--- config.mk ---
export PLATFORM = sky130hd
export DESIGN_NAME = fifo_stream_reader_flat
export DESIGN_NICKNAME = d
export VERILOG_FILES = /design/src/rtl/fifo_stream_reader_if.sv /design/src/rtl/fifo_stream_reader.sv /design/src/flat_wrapper.sv
export SDC_FILE = /design/constraint.sdc
export NUM_CORES = 1
export LEC_CHECK = 0
export ABC_AREA = 1
export CORE_MARGIN = 1.5
export CORE_UTILIZATION = 48
export CTS_CLUSTER_SIZE = 20
export DETAILED_ROUTE_END_ITERATION = 7
export PLACE_DENSITY_LB_ADDON = 0.05
export SYNTH_ARGS = -nofsm -noshare
export SYNTH_HDL_FRONTEND = slang
export SYNTH_SLANG_ARGS = --single-unit
--- constraint.sdc ---
create_clock -name clk -period 1.9 [get_ports clk]
set_clock_uncertainty 0.1 [all_clocks]
set_input_delay 0.475 -clock clk [delete_from_list [all_inputs] [get_ports clk]]
set_output_delay 0.475 -clock clk [all_outputs]
set_load 0.005 [all_outputs]
--- src/rtl/fifo_stream_reader_if.sv ---
`default_nettype none
// ============================================================================
// Module   : fifo_stream_reader_if
// Purpose  : Bundles the FIFO read port (rd_en/rd_data/empty) and the
//            outgoing ready/valid stream (m_valid/m_data/m_ready) used by
//            fifo_stream_reader. master = the reader, slave = FIFO + consumer.
// Revision : 1.0 - initial release
// ============================================================================
interface fifo_stream_reader_if #(
  parameter int DATA_WIDTH = 8
);
  // FIFO read port
  logic                  rd_en;
  logic [DATA_WIDTH-1:0] rd_data;
  logic                  empty;
  // Output stream
  logic                  m_valid;
  logic [DATA_WIDTH-1:0] m_data;
  logic                  m_ready;

  modport master (
    output rd_en,
    input  rd_data,
    input  empty,
    output m_valid,
    output m_data,
    input  m_ready
  );

  modport slave (
    input  rd_en,
    output rd_data,
    output empty,
    input  m_valid,
    input  m_data,
    output m_ready
  );
endinterface
`default_nettype wire

--- src/rtl/fifo_stream_reader.sv ---
`default_nettype none
// ============================================================================
// Module   : fifo_stream_reader
// Purpose  : Drains an AsyncFIFO read port (rd_clk side) into a ready/valid
//            stream. A credit-controlled circular buffer absorbs the FIFO's
//            one-cycle read latency so the consumer may stall freely.
//            Optional feature macro: FIFO_READER_STATS_EN (delivered-word
//            counter on word_count; tied to zero when undefined).
// Revision : 1.0 - initial release
// ============================================================================
module fifo_stream_reader #(
  parameter int DATA_WIDTH = 8,
  parameter int BUF_DEPTH  = 4   // power of two, 2..8
) (
  input  wire logic                       clk,
  input  wire logic                       rstn,
  input  wire logic                       flush,
  fifo_stream_reader_if.master            bus,
  output logic [$clog2(BUF_DEPTH):0]      buf_level,
  output logic [31:0]                     word_count
);

  localparam int PTR_W = $clog2(BUF_DEPTH);
  localparam int CNT_W = PTR_W + 1;

  logic [DATA_WIDTH-1:0] buf_mem [BUF_DEPTH];
  logic [PTR_W-1:0]      head;
  logic [PTR_W-1:0]      tail;
  logic [CNT_W-1:0]      cnt;
  logic                  inflight;

  logic [CNT_W-1:0]      credit_used;
  logic                  capture;
  logic                  pop;

  // Words already owned by the reader: buffered plus the one on its way.
  // Issue only while that total leaves room, so a capture can never land
  // in a full buffer regardless of what the consumer does.
  assign credit_used = cnt + {{PTR_W{1'b0}}, inflight};
  assign bus.rd_en   = rstn && !flush && !bus.empty &&
                       (credit_used < CNT_W'(BUF_DEPTH));

  assign capture     = inflight;
  assign pop         = bus.m_valid && bus.m_ready;

  assign bus.m_valid = (cnt != '0);
  assign bus.m_data  = buf_mem[head];
  assign buf_level   = cnt;

  // Buffer, pointers, occupancy and in-flight tracking. Flush drops the
  // buffered words and the word currently arriving on rd_data.
  always_ff @(posedge clk) begin
    if (!rstn) begin
      for (int i = 0; i < BUF_DEPTH; i++) begin
        buf_mem[i] <= '0;
      end
      head     <= '0;
      tail     <= '0;
      cnt      <= '0;
      inflight <= 1'b0;
    end else if (flush) begin
      head     <= '0;
      tail     <= '0;
      cnt      <= '0;
      inflight <= 1'b0;
    end else begin
      inflight <= bus.rd_en;
      if (capture) begin
        buf_mem[tail] <= bus.rd_data;
        tail          <= tail + PTR_W'(1);
      end
      if (pop) begin
        head <= head + PTR_W'(1);
      end
      case ({capture, pop})
        2'b10:   cnt <= cnt + CNT_W'(1);
        2'b01:   cnt <= cnt - CNT_W'(1);
        default: cnt <= cnt;
      endcase
    end
  end

`ifdef FIFO_READER_STATS_EN
  // Delivered-word counter: survives flush, wraps naturally at 2^32.
  always_ff @(posedge clk) begin
    if (!rstn) begin
      word_count <= '0;
    end else if (pop) begin
      word_count <= word_count + 32'd1;
    end
  end
`else
  assign word_count = '0;
`endif

endmodule
`default_nettype wire

--- src/flat_wrapper.sv ---
// flat-port wrapper written by rule: the top's interface ports become plain ports
module fifo_stream_reader_flat 
#(
  parameter int DATA_WIDTH = 8,
  parameter int BUF_DEPTH  = 4                        
)
  (clk, rstn, flush, buf_level, word_count, bus_rd_en, bus_rd_data, bus_empty, bus_m_valid, bus_m_data, bus_m_ready);
  fifo_stream_reader_if #(.DATA_WIDTH(DATA_WIDTH)) bus_i ();
  input  wire logic clk;
  input  wire logic rstn;
  input  wire logic flush;
  output logic [$clog2(BUF_DEPTH):0] buf_level;
  output logic [31:0] word_count;
  output wire logic [$bits(bus_i.rd_en)-1:0] bus_rd_en;
  input wire logic [$bits(bus_i.rd_data)-1:0] bus_rd_data;
  input wire logic [$bits(bus_i.empty)-1:0] bus_empty;
  output wire logic [$bits(bus_i.m_valid)-1:0] bus_m_valid;
  output wire logic [$bits(bus_i.m_data)-1:0] bus_m_data;
  input wire logic [$bits(bus_i.m_ready)-1:0] bus_m_ready;
  assign bus_rd_en = bus_i.rd_en;
  assign bus_i.rd_data = bus_rd_data;
  assign bus_i.empty = bus_empty;
  assign bus_m_valid = bus_i.m_valid;
  assign bus_m_data = bus_i.m_data;
  assign bus_i.m_ready = bus_m_ready;
  fifo_stream_reader #(.DATA_WIDTH(DATA_WIDTH), .BUF_DEPTH(BUF_DEPTH)) u_core (.clk(clk), .rstn(rstn), .flush(flush), .bus(bus_i), .buf_level(buf_level), .word_count(word_count));
endmodule
==> summary.log, run 1 <==
INFO  routing        drcViolationCount=0
INFO  synthesis      synthDistinctLibCells=25
INFO  placement      final_replace_weighted_congestion=0.780
INFO  placement      placed_area=2480um^2
INFO  clocking       tritoncts_num_sinks=42
INFO  layout         leading_cell_type_in_the_layout_fill_and_taps_excluded=sky130_fd_sc_hd__nor2_1
INFO  synthesis      yosysTopAreaCell=sky130_fd_sc_hd__edfxtp_1
INFO  routing        routed-via-count=1,490
INFO  die            floorplan.die_area=4790um^2
INFO  placement      io_buffer_count=25
INFO  placement      hpwlAfterDp=2.88mm
INFO  synthesis      post-synth-top-area-fraction=45.6%
INFO  routing        average_wire_length_per_cell_after_detail_routing=12.1um
INFO  setup_path     max_fo_critical_path=4
INFO  routing        finalWirelength=3.94mm
INFO  layout         n_antenna_cell=0
INFO  timing         hold-worst-slack=0.386ns
INFO  clocking       worst_setup_hold_path_clk_slew=0.08ns
INFO  grt            antenna_violations_before_repair=0
INFO  grt            global_route_wire_length_before_repair=6.56mm
INFO  synthesis      postSynthAreaPerCell=9.66um^2
INFO  timing         period_share=96.2%
INFO  clocking       clock_path_buffers=2
INFO  synthesis      syn-cell-area=2110um^2
INFO  grt            globalRouteOverflowTotal=0
INFO  pwr            p_leak=0.00127uW
INFO  setup_path     crit-reg2reg-launch=u_core.buf_level[1]
INFO  synthesis      syn-instance-count=218
INFO  layout         syn_to_final_growth=26.1%
INFO  grt            first_global_vias=1,391
INFO  setup_path     critPathKind=reg2out
INFO  die            pin_count=58
INFO  timing         achievable-frequency=0.547GHz
INFO  routing        route.detailed.vias_per_inst=4.57
INFO  timing         report.final.setup_viol=0
INFO  timing         hold_violations=0
INFO  routing        initialDrtViolationCount=66
INFO  synthesis      yosys_warnings=0
INFO  die            row_count=23
INFO  clocking       clock_insertion_delay_worst_skew=0.29ns
INFO  layout         final_design_area_no_fill=2660um^2
INFO  setup_path     timing.critical_path.required=1.32ns
INFO  synthesis      yosysSeqAreaShare=55.1%
INFO  layout         drive_above_1_share=24.6%
INFO  layout         design.final.nets=290
INFO  clocking       clock_tree.root_cell=sky130_fd_sc_hd__clkbuf_8
INFO  die            die_h=69.2um
INFO  clocking       cts_hold_buf=0
INFO  die            core_region_area=4120um^2
INFO  routing        final_antenna_net_count=0
INFO  setup_path     crit_path_start_kind=flop
INFO  setup_path     critPathLaunch=u_core.buf_level[2]
INFO  pwr            power_density=655nW/um^2
INFO  setup_path     timing.critical_path.to_type=output pin
INFO  synthesis      post_synth_main_area_contributors=sky130_fd_sc_hd__edfxtp_1 46%, sky130_fd_sc_hd__buf_4 11%, sky130_fd_sc_hd__nor2_1 10%
INFO  layout         layout.filler_cells=363
INFO  grt            grt_max_degree=13
INFO  clocking       tritoncts_clock_tree=done
INFO  setup_path     timing.critical_path.arrival=1.25ns
INFO  die            initial_utilization=51.2%
INFO  routing        dr.pass1.iters=4
INFO  clocking       numCtsBuffers=5
INFO  worst_hold_path worst_hold_path_type=reg2reg
INFO  clocking       htree_levels=2
INFO  die            dieWidth=69.2um
INFO  timing         final.min_clock_period=1.83ns
INFO  synthesis      synth.ff_latch_count=42
INFO  pwr            ir_drop=0.576mV
INFO  layout         final_cell_mix=55 x sky130_fd_sc_hd__nor2_1, 32 x sky130_fd_sc_hd__conb_1, 32 x sky130_fd_sc_hd__edfxtp_1
INFO  outcome        run_status=completed
INFO  worst_hold_path hold_start=u_core.head[0]
INFO  timing         final-max-slew-violation-count=0
INFO  timing         rsz0062_at_grt=no
INFO  grt            grt_util_all_layers=17.5%
INFO  run            maxCapViolCount=0
power breakdown:
part / internal [uW] / leakage (uW) / switching [uW]
Sequential: 1010 / 0.000415 / 10.2
Clock: 253 / 0.0000426 / 291
Combinational: 84.3 / 0.000808 / 93.7
worst max-delay path, stage by stage (launching register included):
cell	delay (ns)
sky130_fd_sc_hd__dfxtp_4	0.35
sky130_fd_sc_hd__buf_4	0.12
sky130_fd_sc_hd__clkdlybuf4s50_1	0.49
through the flow:
stage	cells	worst slack, ns	util (%)	total power [uW]	setup TNS, ns
2_1_floorplan	249	0.0786	-	1170	0
3_3_place_gp	313	-0.478	60.3	1210	-16.76
3_5_place_dp	313	-0.491	60.3	1220	-17.34
4_1_cts	325	-0.256	64.1	1750	-1.15
5_1_grt	326	0.0166	64.5	1820	0
6_report	326	0.0727	64.5	1740	0
routing by layer:
layer  track usage (%)  routed length [um]  vias to the layer above
met5                 0                   0                        -
met4              5.88                  54                        0
met3              3.92                 127                        5
met2              30.6                2090                       29
met1              21.3                1660                      689
li1                  -                   -                      767
flip-flops by register name, summed over array words and instances, names as in the netlist, named ones only:
signal	count
u_core.head	2
u_core.buf_mem	32
u_core.capture	1
u_core.tail	2
u_core.buf_level	3
final cells by class:
cell class              instances  area [um^2]  share of cell area [%]
flip-flops and latches         42         1170                    44.2
multi-input cells             152          766                    28.8
repair buffers                 54          492                    18.5
inverters                      20         80.1                    3.01
clock buffers                   6         72.6                    2.73
well taps                      50         62.6                    2.36
clock inverters                 2         8.76                   0.330
timing repair:
item,in CTS,in global routing
gates resized for setup,31,25
gates cloned,0,0
setup endpoints to repair,27,10
setup buffers,4,1
pin swaps,4,4
cells by family (layout without fill, tap and decap cells):
logic type | Yosys count | in the layout | share of synthesized area (%)
DFF | 42 | 42 | 55.1
other | 1 | 32 | 0.178
buffers and inverters | 55 | 82 | 15.9
and+or+nand+nor | 85 | 85 | 18.8
AOI/OAI and AO/OA | 33 | 33 | 8.44
adders and majority gates | 2 | 2 | 1.54
synthesized netlist by cell type (all sizes together):
master,instances
a21o,1
a21oi,4
and2,1
buf,33
clkbuf,2
clkinv,2
conb,1
dfxtp,10
edfxtp,32
fa,1
ha,1
inv,18
nand2,17
nand3,6
nand4,1
nor2,60
o21ai,20
o22ai,8
worst paths after layout:
kind	end	slack (ns)	cells after the start
setup / recovery	buf_level[2]	0.07	2
hold / removal	flop	0.39	2
setup reg to reg	u_core.buf_level[2]	0.23	11
hold reg to reg	flop	0.39	2
(Power assumes the default switching activity.)
==> run 2: changes to the inputs <==
--- a/config.mk
+++ b/config.mk
@@ -7,10 +7,10 @@
 export LEC_CHECK = 0
 export ABC_AREA = 1
 export CORE_MARGIN = 1.5
-export CORE_UTILIZATION = 48
+export CORE_UTILIZATION = 43
 export CTS_CLUSTER_SIZE = 20
 export DETAILED_ROUTE_END_ITERATION = 7
-export PLACE_DENSITY_LB_ADDON = 0.05
+export PLACE_DENSITY = 0.76
 export SYNTH_ARGS = -nofsm -noshare
 export SYNTH_HDL_FRONTEND = slang
 export SYNTH_SLANG_ARGS = --single-unit
==> constraint.sdc (replaced) <==
create_clock -name clk -period 1.49 [get_ports clk]
set_clock_uncertainty 0.1 [all_clocks]
set_input_delay 0.3725 -clock clk [delete_from_list [all_inputs] [get_ports clk]]
set_output_delay 0.3725 -clock clk [all_outputs]
set_load 0.005 [all_outputs]
==> summary.log, run 2 (synthesis gave the netlist of run 1 again) <==
INFO  outcome        run_status=finished, violations left
INFO  outcome        failed_checks=negative setup slack
INFO  routing        final_antenna_net_count=0
INFO  timing         fin_ws=-0.265ns
INFO  timing         hold_violations=0
INFO  placement      pre_cts_ws=-0.685ns
INFO  setup_path     critPathSlowestCell=sky130_fd_sc_hd__fa_2
INFO  layout         leading_cell_type_in_the_layout_fill_and_taps_excluded=sky130_fd_sc_hd__nor2_1
INFO  grt            global_route_wire_length_before_repair=6.88mm
INFO  placement      final_replace_weighted_congestion=0.784
INFO  grt            globalRouteOverflowTotal=0
INFO  setup_path     critical_path.top_delay_family=simple AND/OR/NAND/NOR gates
INFO  layout         drive_above_1_share=35.0%
INFO  setup_path     crit_buf_inv=4
INFO  grt            first_global_vias=1,553
INFO  placement      hpwlAfterDp=2.96mm
INFO  layout         fraction_of_the_core_area_covered_by_cells_at_the_end_of_the_flow=59.1%
INFO  routing        routed-via-count=1,588
INFO  setup_path     timing.critical_path.arrival=1.89ns
INFO  run            maxCapViolCount=0
INFO  die            row_count=25
INFO  clocking       htree_levels=2
INFO  setup_path     worstPathCellList=buf_6 -> inv_4 -> nand3_4 -> and2_4 -> ha_4 -> inv_4 -> fa_2 -> inv_1 -> nand2_2 -> nand4_1 -> nand2_1 -> nor2_1
INFO  routing        initialDrtViolationCount=111
INFO  layout         max_flop_register=u_core.buf_mem
INFO  clocking       clock_path_buffers=2
INFO  routing        drcViolationCount=0
INFO  clocking       tritoncts_clock_tree=done
INFO  timing         achievable-frequency=0.570GHz
INFO  timing         period_share=118%
INFO  clocking       tritoncts_num_sinks=42
INFO  die            floorplan.die_area=5330um^2
INFO  routing        average_wire_length_per_cell_after_detail_routing=12.5um
INFO  timing         final.min_clock_period=1.75ns
INFO  setup_path     max_fo_critical_path=2
INFO  worst_hold_path worst_hold_path_type=reg2reg
INFO  routing        route.detailed.vias_per_inst=4.54
INFO  setup_path     timing.critical_path.to_type=flop
INFO  routing        dr.pass1.iters=4
INFO  grt            grt_util_all_layers=17.5%
INFO  layout         syn_to_final_growth=32.6%
INFO  layout         n_antenna_cell=0
INFO  timing         rsz0062_at_grt=yes
INFO  die            pin_count=58
INFO  setup_path     timing.critical_path.required=1.63ns
INFO  setup_path     cp_slowest_stage_delay=0.36ns
INFO  pwr            power_density=829nW/um^2
INFO  clocking       numCtsBuffers=5
INFO  routing        finalWirelength=4.38mm
INFO  setup_path     critPathKind=reg2reg
INFO  layout         largest_reg_flops=32
INFO  die            initial_utilization=44.6%
INFO  grt            grt_max_degree=17
INFO  setup_path     crit_path_start_kind=flop
INFO  pwr            ir_drop=0.429mV
INFO  placement      io_buffer_count=25
INFO  die            die_h=73.0um
INFO  die            dieWidth=73.0um
INFO  layout         design.final.nets=297
INFO  setup_path     reg2reg_slack=-0.26ns
INFO  timing         final-max-slew-violation-count=0
INFO  clocking       worst_setup_hold_path_clk_slew=0.08ns
INFO  die            core_region_area=4720um^2
INFO  timing         hold-worst-slack=0.426ns
INFO  timing         report.final.setup_viol=12
INFO  grt            antenna_violations_before_repair=0
INFO  layout         final_cell_mix=56 x sky130_fd_sc_hd__nor2_1, 32 x sky130_fd_sc_hd__conb_1, 32 x sky130_fd_sc_hd__edfxtp_1
INFO  clocking       clock_insertion_delay_worst_skew=0.30ns
INFO  setup_path     cpMostUsedCell=sky130_fd_sc_hd__inv_4
INFO  timing         final.setup.tns=-2.25ns
INFO  clocking       cts_hold_buf=0
INFO  pwr            p_leak=0.00127uW
INFO  clocking       clock_tree.root_cell=sky130_fd_sc_hd__clkbuf_8
==> run 2: layer usage <==
metal | wire (um) | up-vias | GRT usage [%]
li1 | - | 787 | -
met1 | 1650 | 743 | 18.2
met2 | 2470 | 51 | 34.2
met3 | 200 | 7 | 4.42
met4 | 63 | 0 | 4.82
met5 | 0 | - | 0
==> run 2: worst paths after layout <==
check	from	to	cells after the start
hold reg to reg	u_core.head[1]	flop	2
hold / removal	u_core.head[1]	flop	2
setup / recovery	u_core.buf_level[0]	u_core.buf_level[2]	12
setup reg to reg	u_core.buf_level[0]	u_core.buf_level[2]	12
==> run 2: tightest hold or removal path, cell delays in order, from the launching register on <==
cell	delay, ns
sky130_fd_sc_hd__dfxtp_1	0.32
sky130_fd_sc_hd__a21oi_1	0.11
sky130_fd_sc_hd__nor2_1	0.07
==> run 2: where the power goes <==
group,internal (uW),switching [uW],total [uW]
logic,118,134,252
registers,1290,14.8,1300
clock network,374,387,761
==> run 2: cell type report <==
cell class,count,area (um^2)
clock buffer,7,86.3
clock inverter,1,5.00
fill,424,1930
inverter,20,93.8
multi-input combinational,152,848
sequential,42,1170
tap,67,83.8
timing repair buffer,61,503
==> run 2: repair_timing <==
| action | 4_1_cts | 5_1_grt |
|---|---|---|
| buffers inserted | 10 | 6 |
| pin swaps | 13 | 8 |
| resized for setup | 95 | 12 |
| endpoints found under the setup margin | 80 | 34 |
| cloned | 0 | 0 |
==> run 2: per-stage QoR <==
step	instance area, um^2	power [uW]	instances
after global placement	2490	1550	326
after floorplan	2270	1500	249
final	2790	2320	350
after CTS	2730	2320	344
after global routing	2790	2410	350
after detailed placement	2490	1550	326
